## src/rtl/ysyx_22050612_wb_arbiter_if.sv

```systemverilog
// Write-back arbiter bus: ALU/LSU offer channels,
// registered register-file write port, forwarding and commit count.
interface ysyx_22050612_wb_arbiter_if #(
    parameter int ADDR_WIDTH = 5,
    parameter int DATA_WIDTH = 64
);
    logic                  alu_valid;
    logic                  alu_ready;
    logic [ADDR_WIDTH-1:0] alu_rd;
    logic [DATA_WIDTH-1:0] alu_data;
    logic                  lsu_valid;
    logic                  lsu_ready;
    logic [ADDR_WIDTH-1:0] lsu_rd;
    logic [DATA_WIDTH-1:0] lsu_data;
    logic                  rf_wen;
    logic [ADDR_WIDTH-1:0] rf_waddr;
    logic [DATA_WIDTH-1:0] rf_wdata;
    logic                  fwd_valid;
    logic [ADDR_WIDTH-1:0] fwd_rd;
    logic [DATA_WIDTH-1:0] fwd_data;
    logic [31:0]           commit_cnt;

    modport master (
        output alu_valid, alu_rd, alu_data,
        output lsu_valid, lsu_rd, lsu_data,
        input  alu_ready, lsu_ready,
        input  rf_wen, rf_waddr, rf_wdata,
        input  fwd_valid, fwd_rd, fwd_data,
        input  commit_cnt
    );

    modport slave (
        input  alu_valid, alu_rd, alu_data,
        input  lsu_valid, lsu_rd, lsu_data,
        output alu_ready, lsu_ready,
        output rf_wen, rf_waddr, rf_wdata,
        output fwd_valid, fwd_rd, fwd_data,
        output commit_cnt
    );
endinterface

```

## src/rtl/ysyx_22050612_wb_arbiter.sv

```systemverilog
// ALU/LSU write-back arbiter: LSU-priority grant with ALU
// anti-starvation, one registered RF write per cycle.
module ysyx_22050612_wb_arbiter #(
    parameter int ADDR_WIDTH = 5,
    parameter int DATA_WIDTH = 64,
    parameter int STARVE_MAX = 3
) (
    input logic clk,
    input logic rst_n,
    ysyx_22050612_wb_arbiter_if.slave bus
);
    localparam logic [2:0] SMAX = 3'(STARVE_MAX);

    logic [2:0]            starve_q;
    logic                  wen_q;
    logic [ADDR_WIDTH-1:0] waddr_q;
    logic [DATA_WIDTH-1:0] wdata_q;
    logic [31:0]           commit_q;

    logic                  force_alu;
    logic                  alu_xfer;
    logic                  lsu_xfer;
    logic [ADDR_WIDTH-1:0] grant_rd;
    logic [DATA_WIDTH-1:0] grant_data;

    // Grant: LSU normally wins, a starved ALU is forced through.
    always_comb begin
        force_alu  = (starve_q == SMAX) && bus.alu_valid;
        lsu_xfer   = rst_n && bus.lsu_valid && !force_alu;
        alu_xfer   = rst_n && bus.alu_valid
                     && (!bus.lsu_valid || force_alu);
        grant_rd   = alu_xfer ? bus.alu_rd : bus.lsu_rd;
        grant_data = alu_xfer ? bus.alu_data : bus.lsu_data;
    end

    assign bus.alu_ready  = alu_xfer;
    assign bus.lsu_ready  = lsu_xfer;
    assign bus.rf_wen     = wen_q;
    assign bus.rf_waddr   = waddr_q;
    assign bus.rf_wdata   = wdata_q;
    assign bus.fwd_valid  = wen_q;
    assign bus.fwd_rd     = waddr_q;
    assign bus.fwd_data   = wdata_q;
    assign bus.commit_cnt = commit_q;

    // Count consecutive ALU losses, saturating at the force threshold.
    always_ff @(posedge clk or negedge rst_n) begin
        if (!rst_n) begin
            starve_q <= 3'd0;
        end else if (!bus.alu_valid || alu_xfer) begin
            starve_q <= 3'd0;
        end else if (lsu_xfer && starve_q != SMAX) begin
            starve_q <= starve_q + 3'd1;
        end
    end

    // Stage the granted result; x0 writes never raise the enable.
    always_ff @(posedge clk or negedge rst_n) begin
        if (!rst_n) begin
            wen_q   <= 1'b0;
            waddr_q <= '0;
            wdata_q <= '0;
        end else if (alu_xfer || lsu_xfer) begin
            wen_q   <= (grant_rd != '0);
            waddr_q <= grant_rd;
            wdata_q <= grant_data;
        end else begin
            wen_q   <= 1'b0;
        end
    end

    // Commit counter: one per accepted result, wraps naturally.
    always_ff @(posedge clk or negedge rst_n) begin
        if (!rst_n) begin
            commit_q <= 32'd0;
        end else if (alu_xfer || lsu_xfer) begin
            commit_q <= commit_q + 32'd1;
        end
    end
endmodule

```

## src/flat_wrapper.sv

```systemverilog
// flat-port wrapper written by rule: the top's interface ports become plain ports
module ysyx_22050612_wb_arbiter_flat 
#(
    parameter int ADDR_WIDTH = 5,
    parameter int DATA_WIDTH = 64,
    parameter int STARVE_MAX = 3
)
  (clk, rst_n, bus_alu_valid, bus_alu_rd, bus_alu_data, bus_lsu_valid, bus_lsu_rd, bus_lsu_data, bus_alu_ready, bus_lsu_ready, bus_rf_wen, bus_rf_waddr, bus_rf_wdata, bus_fwd_valid, bus_fwd_rd, bus_fwd_data, bus_commit_cnt);
  ysyx_22050612_wb_arbiter_if #(.ADDR_WIDTH(ADDR_WIDTH), .DATA_WIDTH(DATA_WIDTH)) bus_i ();
  input logic clk;
  input logic rst_n;
  input wire logic [$bits(bus_i.alu_valid)-1:0] bus_alu_valid;
  input wire logic [$bits(bus_i.alu_rd)-1:0] bus_alu_rd;
  input wire logic [$bits(bus_i.alu_data)-1:0] bus_alu_data;
  input wire logic [$bits(bus_i.lsu_valid)-1:0] bus_lsu_valid;
  input wire logic [$bits(bus_i.lsu_rd)-1:0] bus_lsu_rd;
  input wire logic [$bits(bus_i.lsu_data)-1:0] bus_lsu_data;
  output wire logic [$bits(bus_i.alu_ready)-1:0] bus_alu_ready;
  output wire logic [$bits(bus_i.lsu_ready)-1:0] bus_lsu_ready;
  output wire logic [$bits(bus_i.rf_wen)-1:0] bus_rf_wen;
  output wire logic [$bits(bus_i.rf_waddr)-1:0] bus_rf_waddr;
  output wire logic [$bits(bus_i.rf_wdata)-1:0] bus_rf_wdata;
  output wire logic [$bits(bus_i.fwd_valid)-1:0] bus_fwd_valid;
  output wire logic [$bits(bus_i.fwd_rd)-1:0] bus_fwd_rd;
  output wire logic [$bits(bus_i.fwd_data)-1:0] bus_fwd_data;
  output wire logic [$bits(bus_i.commit_cnt)-1:0] bus_commit_cnt;
  assign bus_i.alu_valid = bus_alu_valid;
  assign bus_i.alu_rd = bus_alu_rd;
  assign bus_i.alu_data = bus_alu_data;
  assign bus_i.lsu_valid = bus_lsu_valid;
  assign bus_i.lsu_rd = bus_lsu_rd;
  assign bus_i.lsu_data = bus_lsu_data;
  assign bus_alu_ready = bus_i.alu_ready;
  assign bus_lsu_ready = bus_i.lsu_ready;
  assign bus_rf_wen = bus_i.rf_wen;
  assign bus_rf_waddr = bus_i.rf_waddr;
  assign bus_rf_wdata = bus_i.rf_wdata;
  assign bus_fwd_valid = bus_i.fwd_valid;
  assign bus_fwd_rd = bus_i.fwd_rd;
  assign bus_fwd_data = bus_i.fwd_data;
  assign bus_commit_cnt = bus_i.commit_cnt;
  ysyx_22050612_wb_arbiter #(.ADDR_WIDTH(ADDR_WIDTH), .DATA_WIDTH(DATA_WIDTH), .STARVE_MAX(STARVE_MAX)) u_core (.clk(clk), .rst_n(rst_n), .bus(bus_i));
endmodule
```

## config.mk

```make
export PLATFORM = sky130hd
export DESIGN_NAME = ysyx_22050612_wb_arbiter_flat
export DESIGN_NICKNAME = d
export VERILOG_FILES = /design/src/rtl/ysyx_22050612_wb_arbiter_if.sv /design/src/rtl/ysyx_22050612_wb_arbiter.sv /design/src/flat_wrapper.sv
export SDC_FILE = /design/constraint.sdc
export NUM_CORES = 1
export LEC_CHECK = 0
export BUFFER_PORTS_ARGS = -buffer_cell sky130_fd_sc_hd__buf_4
export CAP_MARGIN = 20
export CORE_MARGIN = 3
export CORE_UTILIZATION = 40
export DETAILED_ROUTE_END_ITERATION = 6
export PLACE_DENSITY = 0.87
export SLEW_MARGIN = 5
export SYNTH_ARGS = -nofsm -noshare
export SYNTH_HDL_FRONTEND = slang
export SYNTH_SLANG_ARGS = --single-unit
export TNS_END_PERCENT = 100
```

## constraint.sdc

```tcl
create_clock -name clk -period 1.6 [get_ports clk]
set_input_delay 0.32 -clock clk [delete_from_list [all_inputs] [get_ports clk]]
set_output_delay 0.32 -clock clk [all_outputs]
set_load 0.005 [all_outputs]
```

After elaboration in Yosys (flattened, before gate mapping) --
Index checks and enable logic that the tools add are counted.
Word-level totals: register bits 105, input bits 142, word-level logic and storage cells 28
Operators by class: $add $sub $neg 2, equal/unequal tests 2, muxes and demuxes 5, reduce and logical (&&, ||, !) cells 14
Operators by type and width (count):
- 64-bit two-way mux | 1
- 32-bit by 1-bit adder with 32-bit output, second input constant | 1
- 1-bit logical AND | 6
- 3-bit two-way mux | 2
- 5-bit two-way mux | 1
- 5-bit nonzero test | 1
- 3-bit by 1-bit adder with 3-bit output, second input constant | 1
- 3-bit by 2-bit equality test with 1-bit output, second input constant | 1
- 1-bit zero test | 3
- 1-bit logical OR | 3
- 3-bit by 2-bit != test with 1-bit output, second input constant | 1
- 2-bit nonzero test | 1
- 1-bit two-way mux | 1

Depth between registers and ports, before layout --
Gate-level depths: netlist of the first run.
depth after elaboration 7, depth in mapped cells 8, depth with buffers taken out 6

Worst setup path before layout of the first run --
OpenSTA, ideal clock, no wires.
path kind reg-to-reg, start register u_core.starve_q[0], end register u_core.wen_q, in the netlist u_core.bus.fwd_valid, data arrival time 1669 ps, slack -173 ps, stages on the path, launching flop included 8, path through dfrtp_1 ha_1 ha_1 nand2b_1 and3_1 buf_2 buf_4 a221oi_1
On the way: cells in the longest elaborated chain, start to end 7, elaborated cells on any way between the ends 10, those cells by class eq/ne (1); mux (2); reduce/logical (7)
RTL lines:
- start, declared | RTL line ysyx_22050612_wb_arbiter.sv:14 | logic [2:0] starve_q;
- start signal, assigned | RTL line ysyx_22050612_wb_arbiter.sv:53 | starve_q <= starve_q + 3'd1;
- 3-bit by 2-bit equality test with 1-bit output * | RTL line ysyx_22050612_wb_arbiter.sv:28 | force_alu = (starve_q == SMAX) && bus.alu_valid;
- 1-bit logical AND * | RTL line ysyx_22050612_wb_arbiter.sv:28
- 1-bit logical OR * | RTL line ysyx_22050612_wb_arbiter.sv:31 | && (!bus.lsu_valid || force_alu);
- 1-bit logical AND * | RTL line ysyx_22050612_wb_arbiter.sv:31
- via bus_alu_ready | RTL line flat_wrapper.sv:18 | output wire logic [$bits(bus_i.alu_ready)-1:0] bus_alu_ready;
- 5-bit two-way mux | RTL line ysyx_22050612_wb_arbiter.sv:32 | grant_rd = alu_xfer ? bus.alu_rd : bus.lsu_rd;
- 5-bit nonzero test | RTL line ysyx_22050612_wb_arbiter.sv:64 | wen_q <= (grant_rd != '0);
- 1-bit two-way mux * | RTL line ysyx_22050612_wb_arbiter.sv:63 | end else if (alu_xfer || lsu_xfer) begin
- end signal, assigned | RTL line ysyx_22050612_wb_arbiter.sv:64
- end, declared | RTL line ysyx_22050612_wb_arbiter.sv:15 | logic wen_q;
The timed path passes the listed nets; every way through them passes the cells marked *. A chain may end at the register's enable or synchronous reset.

Final worst setup path of the first run --
start register u_core.starve_q[0], end output bus_alu_ready
On the way: cells in the longest elaborated chain, start to end 4
RTL lines (RTL line):
- 3-bit by 2-bit equality test with 1-bit output | ysyx_22050612_wb_arbiter.sv:28
- 1-bit logical AND | ysyx_22050612_wb_arbiter.sv:28
- 1-bit logical OR | ysyx_22050612_wb_arbiter.sv:31
- 1-bit logical AND | ysyx_22050612_wb_arbiter.sv:31
- end, declared | flat_wrapper.sv:18
Every way passes these cells.

==> results of run 1 <==
## placed cells by master (no fill, tap or decap), drive strengths merged, types with 2 or more instances in the layout
cell	n
nand3	12
nand2	86
and3	5
nor2	9
buf	356
bufinv	2
nand4	13
clkinvlp	2
mux2i	71
dfrtp	105
xnor2	27
nor2b	2
and4	2
nor4	5
xor2	4
o21ai	70
inv	4
clkbuf	14
nor3	4
ha	3
nand4b	2
## flip-flops by register name (all words and copies together), names as in the netlist
signal / count
u_core.bus.commit_cnt: 32
u_core.bus.fwd_data: 64
u_core.bus.fwd_rd: 5
u_core.bus.fwd_valid: 1
u_core.starve_q: 3
## kinds of logic after synthesis
group | Yosys count | share of synthesized area (%)
AND/OR/NAND/NOR | 143 | 13.1
XOR/XNOR | 31 | 5.01
AO/OA/AOI/OAI | 74 | 7.04
multiplexers | 71 | 13.1
flip-flops | 105 | 48.5
adder cells (fa/ha/maj) | 3 | 0.693
buffers and inverters | 99 | 12.5
## report_power, final
group / internal, uW / total, uW / switching, uW
Combinational: 1250 / 2100 / 844
Clock: 1370 / 2340 / 971
Sequential: 2970 / 3280 / 309
## synthesized netlist by cell type, types with 2 or more instances
master / count
dfrtp_1: 105
nand4_1: 12
xor2_1: 4
clkbuf_1: 7
xnor2_1: 27
nand4b_1: 2
ha_1: 3
mux2i_1: 71
nor4_4: 3
nor3_1: 3
nand3_1: 11
nor2b_1: 2
buf_2: 5
nor2_1: 9
nor4_1: 2
buf_4: 78
and3_1: 5
nand2_1: 86
inv_1: 4
o21ai_0: 69
buf_1: 4
## how the worst min path moves through the flow
stage           from                                   end  slack [ns]  cells after the start
6_report       rst_n        u_core.bus.fwd_valid$_DFF_PN0_        0.11                      2
3_3_place_gp   rst_n        u_core.starve_q[0]$_DFFE_PN0P_        0.32                      2
5_1_grt        rst_n        u_core.bus.fwd_valid$_DFF_PN0_        0.16                      2
2_1_floorplan  rst_n  u_core.bus.commit_cnt[0]$_DFFE_PN0P_        0.02                      0
3_5_place_dp   rst_n        u_core.starve_q[0]$_DFFE_PN0P_        0.31                      2
4_1_cts        rst_n   u_core.bus.fwd_data[45]$_DFFE_PN0P_        0.12                      2
## metal layers
metal,vias up,track usage (%)
li1,2273,-
met3,28,5.12
met4,0,8.40
met1,2314,25.9
met5,-,0
met2,197,37.8
## critical path, delay by kind of cell (launching register included)
kind	cells	cell delay (ns)
buffers and inverters	2	0.22
DFF	1	0.41
and+or+nand+nor	2	0.32
adders and majority gates	2	0.33
## final cells by class
class | count | share of cell area [%]
Clock buffer | 11 | 2.80
Clock inverter | 5 | 0.964
Inverter | 4 | 0.181
Multi-Input combinational cell | 322 | 27.0
Sequential cell | 105 | 31.7
Tap cell | 172 | 2.59
Timing Repair Buffer | 360 | 34.8
## what timing repair did
action / CTS / global route
cloned: 1 / 3
hold endpoints to repair: 5 / 0
endpoints found under the setup margin: 71 / 85
pin swaps: 3 / 5
hold buffers: 1 / 0
resized for setup: 7 / 71
buffers inserted: 3 / 6
## per-stage QoR
| stage | utilization, % | instance area (um^2) | instances | setup TNS [ns] |
|---|---|---|---|---|
| final | 64.3 | 8310 | 979 | -12.17 |
| after global routing | 64.3 | 8310 | 979 | -18.04 |
| after CTS | 62.3 | 8060 | 971 | -15.52 |
| after detailed placement | 59.2 | 7650 | 950 | -6.60 |
| after global placement | 59.2 | 7650 | 950 | -1.99 |
| after floorplan | - | 5510 | 526 | -1.29 |
==> metrics.yaml, run 1 <==
register_area_um2: 2630
detail-route-antenna-nets: 0
grt_usage_pct: 21.7
drive_above_1_share_pct: 49.7
reg2regPathDepth: 9
crit_path_end: "bus_alu_ready"
antenna_found_initial: 0
syn_area_per_cell_um2: 10.3
io_buffers: 315
worst-r2r-setup-slack_ns: -0.28
slew_violations: 0
violations: "setup timing"
dr_wl_met3_um: 1310
cp.arrival_ns: 1.62
via_count: 4812
grt_overflow_total: 0
num_rows: 41
slowest_delay_ns: 0.41
area_growth_pct: 53.3
cts-root-buf: "clkbuf_16"
synth_nets: 671
status: "finished, violations left"
end_kind: "output port"
r2r-end: "u_core.bus.fwd_data[7]$_DFFE_PN0P_"
cpMostUsedCell: "ha_4"
multi_input_area_um2: 2240
required_ns: 1.28
power.total_uw: 7720
maxCapViolations: 0
drc: 0
maxUsedRoutingLayer: "met4"
die_area_um2: 15000
cp-start-kind: "flip-flop"
cts_num_sinks: 105
setup_ws_ns: -0.344
clkTransAtPathRegs_ns: 0.07
synthDistinctLibCells: 35
min_period_ns: 1.94
slew_headroom_pct: 47.6
htree_num_levels: 3
synth_area_leaders: "dfrtp_1, mux2i_1, buf_4"
synth_seq_cells: 105
synthArstFlopShare_pct: 100
seq_area_frac_synth_pct: 48.5
p_leak_uw: 0.00403
initial_utilization_pct: 41.9
die_w_um: 122
dr.pass1.iters: 4
clock-skew-final_ns: 0.00613
max_freq_ghz: 0.514
slowest_stage: "dfrtp_1"
wl_met2_um: 9030
worstPathCellList: "ha_4, ha_4, nand2b_4, and3_4, buf_8, buf_6"
drtIter0Drc: 275
dp_slack_ns: -0.182
grt_max_degree: 85
vdd_drop_max_mv: 0.485
coreArea_um2: 12900
grt_pass1_vias: 4777
power_density_nw_per_um2: 929
fillCellCount: 1030
die_h_um: 122
whs_ns: 0.115
wl_um: 17400
hp-class: "primary input to async pin"
cts_tree: "yes"
hold_violations: 0
syn_area_um2: 5420
clk_latency_ns: 0.35
nets: 947
synth.largest_area_cell: "dfrtp_1"
grt_setup_unrepaired: "yes"
r2r-start: "u_core.starve_q[0]$_DFFE_PN0P_"
synth_edf_count: 0
routabilityCongestion: 0.841
crit_path_max_fanout: 2
vias_per_cell: 4.92
synthFlopType: "dfrtp_1"
hpwl_um: 13300
startpoint: "u_core.starve_q[0]$_DFFE_PN0P_"
wl_met1_um: 6640
wl_per_cell_um: 17.8
grt_pass1_wl_um: 25300
tightest_slew_ns: 0.786
cts.path.max_buffers: 2
cts_buffers: 9
syn_inst: 526
synth_warnings: 0
ioPinCount: 316
n_antenna_cell: 0
synth.top_cell.area_share_pct: 48.5
setup_viol: 72
period_share_pct: 122
worstSetupPathType: "flip-flop to output port"
Note: power is estimated with default switching activity, not from simulation.
==> run 2, diff against run 1 <==
--- a/config.mk
+++ b/config.mk
@@ -7,10 +7,11 @@
 export LEC_CHECK = 0
 export BUFFER_PORTS_ARGS = -buffer_cell sky130_fd_sc_hd__buf_4
 export CAP_MARGIN = 20
-export CORE_MARGIN = 3
-export CORE_UTILIZATION = 40
+export CORE_AREA = 3 3 123 125
+export CTS_BUF_LIST = sky130_fd_sc_hd__clkbuf_8
 export DETAILED_ROUTE_END_ITERATION = 6
-export PLACE_DENSITY = 0.87
+export DIE_AREA = 0 0 126 128
+export PLACE_DENSITY = 0.84
 export SLEW_MARGIN = 5
 export SYNTH_ARGS = -nofsm -noshare
 export SYNTH_HDL_FRONTEND = slang
==> metrics.yaml, run 2 (same netlist as run 1, synthesis figures left out) <==
max_freq_ghz: 0.506
drtIter0Drc: 175
clk_latency_ns: 0.38
grt_pass1_wl_um: 25000
cts.path.max_buffers: 2
slowest_stage: "dfrtp_1"
tightest_slew_ns: 0.831
post-route-util_pct: 59.3
postLayoutCellArea_um2: 8300
initial_utilization_pct: 38.7
cpMostUsedCell: "buf_6"
grt_overflow_total: 0
hold_violations: 0
io_buffers: 315
setup_ws_ns: -0.376
num_rows: 43
slew_violations: 0
die_w_um: 126
reg2regPathDepth: 9
cp.arrival_ns: 1.66
wl_per_cell_um: 16.6
vias_per_cell: 4.79
coreArea_um2: 14000
grt_usage_pct: 19.4
period_share_pct: 124
slew_headroom_pct: 44.6
dr.pass1.iters: 4
via_count: 4771
hp-class: "primary input to async pin"
cts_num_sinks: 105
final_common_cell: "buf_4"
cp-start-kind: "flip-flop"
detail-route-antenna-nets: 0
r2r-start: "u_core.starve_q[1]$_DFFE_PN0P_"
cts-root-buf: "clkbuf_8"
worst-r2r-setup-slack_ns: -0.27
maxCapViolations: 0
cts_tree: "yes"
required_ns: 1.28
largest_register_ffs: 64
clkTransAtPathRegs_ns: 0.11
violations: "setup timing"
min_period_ns: 1.98
end_kind: "output port"
setup_viol: 72
worstSetupPathType: "flip-flop to output port"
placedInstanceArea_um2: 7730
status: "finished, violations left"
routabilityCongestion: 0.831
crit_path_end: "bus_alu_ready"
n_antenna_cell: 0
area_growth_pct: 53.2
die_area_um2: 16100
startpoint: "u_core.starve_q[1]$_DFFE_PN0P_"
worstPathCellList: "ha_2, ha_4, nand2b_4, and3_4, buf_6, buf_6"
drive_above_1_share_pct: 51.3
htree_num_levels: 3
ioPinCount: 316
vdd_drop_max_mv: 0.613
p_leak_uw: 0.00403
grt_max_degree: 78
cts_buffers: 9
wl_um: 16600
clock-skew-final_ns: 0.0167
grt_pass1_vias: 4720
layout_common_cells: "buf_4, dfrtp_1, nand2_1"
hpwl_um: 12500
nets: 956
antenna_found_initial: 0
grt_setup_unrepaired: "yes"
r2r-end: "u_core.bus.fwd_data[13]$_DFFE_PN0P_"
slowest_delay_ns: 0.41
drc: 0
die_h_um: 128
final.setup.tns_ns: -14.67
crit_path_max_fanout: 2
power_density_nw_per_um2: 845
==> run 2: cell types whose count changed in the layout (fill, tap and decap cells not counted), moves of 3 or more <==
cell       previous run  this run
clkbuf_16            12         0
clkbuf_8              0         9
buf_6                 2        10
buf_8                 3         7
mux2i_1              64        61
mux2i_2               5         8
nor2_1                8         5
nor2_4                0         3
==> run 2: repair_timing <==
action,CTS,global route
cloned,2,0
hold endpoints to repair,2,0
gates resized for setup,46,52
pin swaps,7,19
hold buffers,1,0
buffers inserted,10,8
setup endpoints to repair,72,90
==> run 2: per-layer routing <==
metal	up-vias	global-route usage (%)	share of wire, %
met2	190	34.6	52
met4	0	6.25	1.7
met1	2265	23.2	39
li1	2294	-	-
met5	-	0	0
met3	22	4.67	7.0
==> run 2: power breakdown <==
part	switching [uW]	internal, uW
clock network	1010	597
logic	830	1290
registers	330	2960
==> run 2: cell type report <==
type                    count  area (um^2)
flip-flops and latches    105         2630
inverters                   4         15.0
well taps                 180          225
multi-input cells         322         2280
fillers                  1180         5690
clock buffers               9          124
clock inverters             7         61.3
repair buffers            369         2970
==> run 2: how the worst min path moves through the flow <==
stage                                                 end  cells past startpoint
global placement           u_core.starve_q[0]$_DFFE_PN0P_                      2
finish                u_core.bus.fwd_data[57]$_DFFE_PN0P_                      2
global route          u_core.bus.fwd_data[19]$_DFFE_PN0P_                      3
detailed placement         u_core.starve_q[1]$_DFFE_PN0P_                      2
floorplan            u_core.bus.commit_cnt[0]$_DFFE_PN0P_                      0
CTS                 u_core.bus.commit_cnt[15]$_DFFE_PN0P_                      2
==> run 2: metrics by stage <==
step | instances | total power (uW) | setup slack [ns] | hold WS [ns]
after global routing | 996 | 7400 | -0.437 | 0.194
after global placement | 962 | 5240 | -0.124 | 0.276
after CTS | 991 | 6970 | -0.382 | 0.181
final | 996 | 7020 | -0.376 | 0.164
after detailed placement | 962 | 5300 | -0.174 | 0.279
after floorplan | 526 | 4140 | -0.0201 | 0.0244
==> run 2: critical path, delay by kind of cell, from the launching register on <==
| family | cells | cell delay [ns] |
|---|---|---|
| adders and majority gates | 2 | 0.35 |
| buffers and inverters | 2 | 0.22 |
| DFF | 1 | 0.41 |
| and+or+nand+nor | 2 | 0.30 |
==> run 3, diff against run 2 <==
--- a/config.mk
+++ b/config.mk
@@ -11,7 +11,7 @@
 export CTS_BUF_LIST = sky130_fd_sc_hd__clkbuf_8
 export DETAILED_ROUTE_END_ITERATION = 6
 export DIE_AREA = 0 0 126 128
-export PLACE_DENSITY = 0.84
+export PLACE_DENSITY = 0.83
 export SLEW_MARGIN = 5
 export SYNTH_ARGS = -nofsm -noshare
 export SYNTH_HDL_FRONTEND = slang
==> constraint.sdc (replaced) <==
create_clock -name clk -period 2.3 [get_ports clk]
set_input_delay 0.46 -clock clk [delete_from_list [all_inputs] [get_ports clk]]
set_output_delay 0.46 -clock clk [all_outputs]
set_load 0.005 [all_outputs]
==> metrics.yaml, run 3 (same netlist as run 1, synthesis figures left out) <==
status: "finished, final reports clean"
slew_headroom_pct: 59.2
grt_overflow_total: 0
nets: 917
cts_num_sinks: 105
final.setup.tns_ns: 0
num_rows: 43
setup_viol: 0
cp_num_cells: 5
end_kind: "output port"
coreArea_um2: 14000
antenna_found_initial: 0
routabilityCongestion: 0.855
wl_um: 15700
hpwl_um: 12300
vdd_drop_max_mv: 0.464
grt_pass1_vias: 4393
cts-root-buf: "clkbuf_8"
max_freq_ghz: 0.467
area_growth_pct: 42.1
via_count: 4560
grt_usage_pct: 18.4
clkTransAtPathRegs_ns: 0.10
final_common_cell: "buf_4"
cp.arrival_ns: 1.68
cts_buffers: 9
die_area_um2: 16100
initial_utilization_pct: 38.7
maxCapViolations: 0
cpMostUsedCell: "ha_1"
required_ns: 1.84
path_buf_inv: 1
hold_violations: 0
ioPinCount: 316
p_leak_uw: 0.00377
power_density_nw_per_um2: 601
wl_per_cell_um: 16.4
drc: 0
io_buffers: 315
slew_violations: 0
slowest_delay_ns: 0.41
cts_tree: "yes"
layout_common_cells: "buf_4, dfrtp_1, nand2_1"
vias_per_cell: 4.76
detail-route-antenna-nets: 0
crit_family: "flip-flops"
cp-start-kind: "flip-flop"
n_antenna_cell: 0
worstPathCellList: "ha_1, ha_1, nand2b_4, and3_4, buf_4"
largest_register_ffs: 64
grt_pass1_wl_um: 23600
whs_ns: 0.162
drtIter0Drc: 135
clock-skew-final_ns: 0.0123
dr.pass1.iters: 5
worstSetupPathType: "flip-flop to output port"
grt_setup_unrepaired: "no"
reg2regPathDepth: 8
die_h_um: 128
htree_num_levels: 3
clk_latency_ns: 0.37
slowest_stage: "dfrtp_1"
cts.path.max_buffers: 2
min_period_ns: 2.14
grt_max_degree: 76
die_w_um: 126
hp-class: "primary input to async pin"
period_share_pct: 93.1
crit_path_max_fanout: 8
tightest_slew_ns: 0.612
drive_above_1_share_pct: 45.7
run 3: cell type report:
type,instances,area (um^2)
sequential,105,2630
multi-input combinational,322,2130
clock buffer,11,151
inverter,4,15.0
tap,180,225
clock inverter,5,31.3
timing repair buffer,330,2510
fill,1253,6290
run 3: final timing paths:
check	slack (ns)	to	startpoint
worst max-delay path	0.16	bus_alu_ready	u_core.starve_q[0]$_DFFE_PN0P_
worst min-delay path	0.16	u_core.bus.commit_cnt[11]$_DFFE_PN0P_	rst_n
worst max register to register	0.27	u_core.bus.fwd_data[10]$_DFFE_PN0P_	u_core.starve_q[0]$_DFFE_PN0P_
worst min register to register	0.48	u_core.bus.commit_cnt[31]$_DFFE_PN0P_	u_core.bus.commit_cnt[31]$_DFFE_PN0P_
max in group asynchronous	1.18	u_core.bus.fwd_data[11]$_DFFE_PN0P_	rst_n
min in group clk	0.37	u_core.bus.fwd_data[49]$_DFFE_PN0P_	bus_lsu_data[49]
run 3: timing repair:
action | in CTS | in global routing
cloned | 0 | 0
gates resized for setup | 0 | 1
endpoints found under the setup margin | 1 | 1
pin swaps | 1 | 1
hold buffers | 0 | 0
buffers inserted | 0 | 7
run 3: report_power, final:
group	switching, uW	internal [uW]
sequential	241	2060
clock	625	450
combinational	490	759
total	1360	3270
run 3: routing by layer:
metal  share of wire (%)  GRT usage (%)
met1                  39           21.7
met2                  52           32.2
met3                 7.7           5.79
met4                 1.6           5.24
met5                   0              0
run 3: through the flow:
| stage | total power (uW) | area [um^2] | utilization, % | std cells | setup slack [ns] |
|---|---|---|---|---|---|
| final | 4630 | 7700 | 55.0 | 957 | 0.159 |
| after global routing | 4890 | 7700 | 55.0 | 957 | 0.0675 |
| after CTS | 4690 | 7640 | 54.6 | 950 | 0.00158 |
| after detailed placement | 3600 | 7450 | 53.3 | 934 | 0.236 |
| after global placement | 3560 | 7450 | 53.3 | 934 | 0.291 |
| after floorplan | 2860 | 5420 | - | 526 | 0.416 |
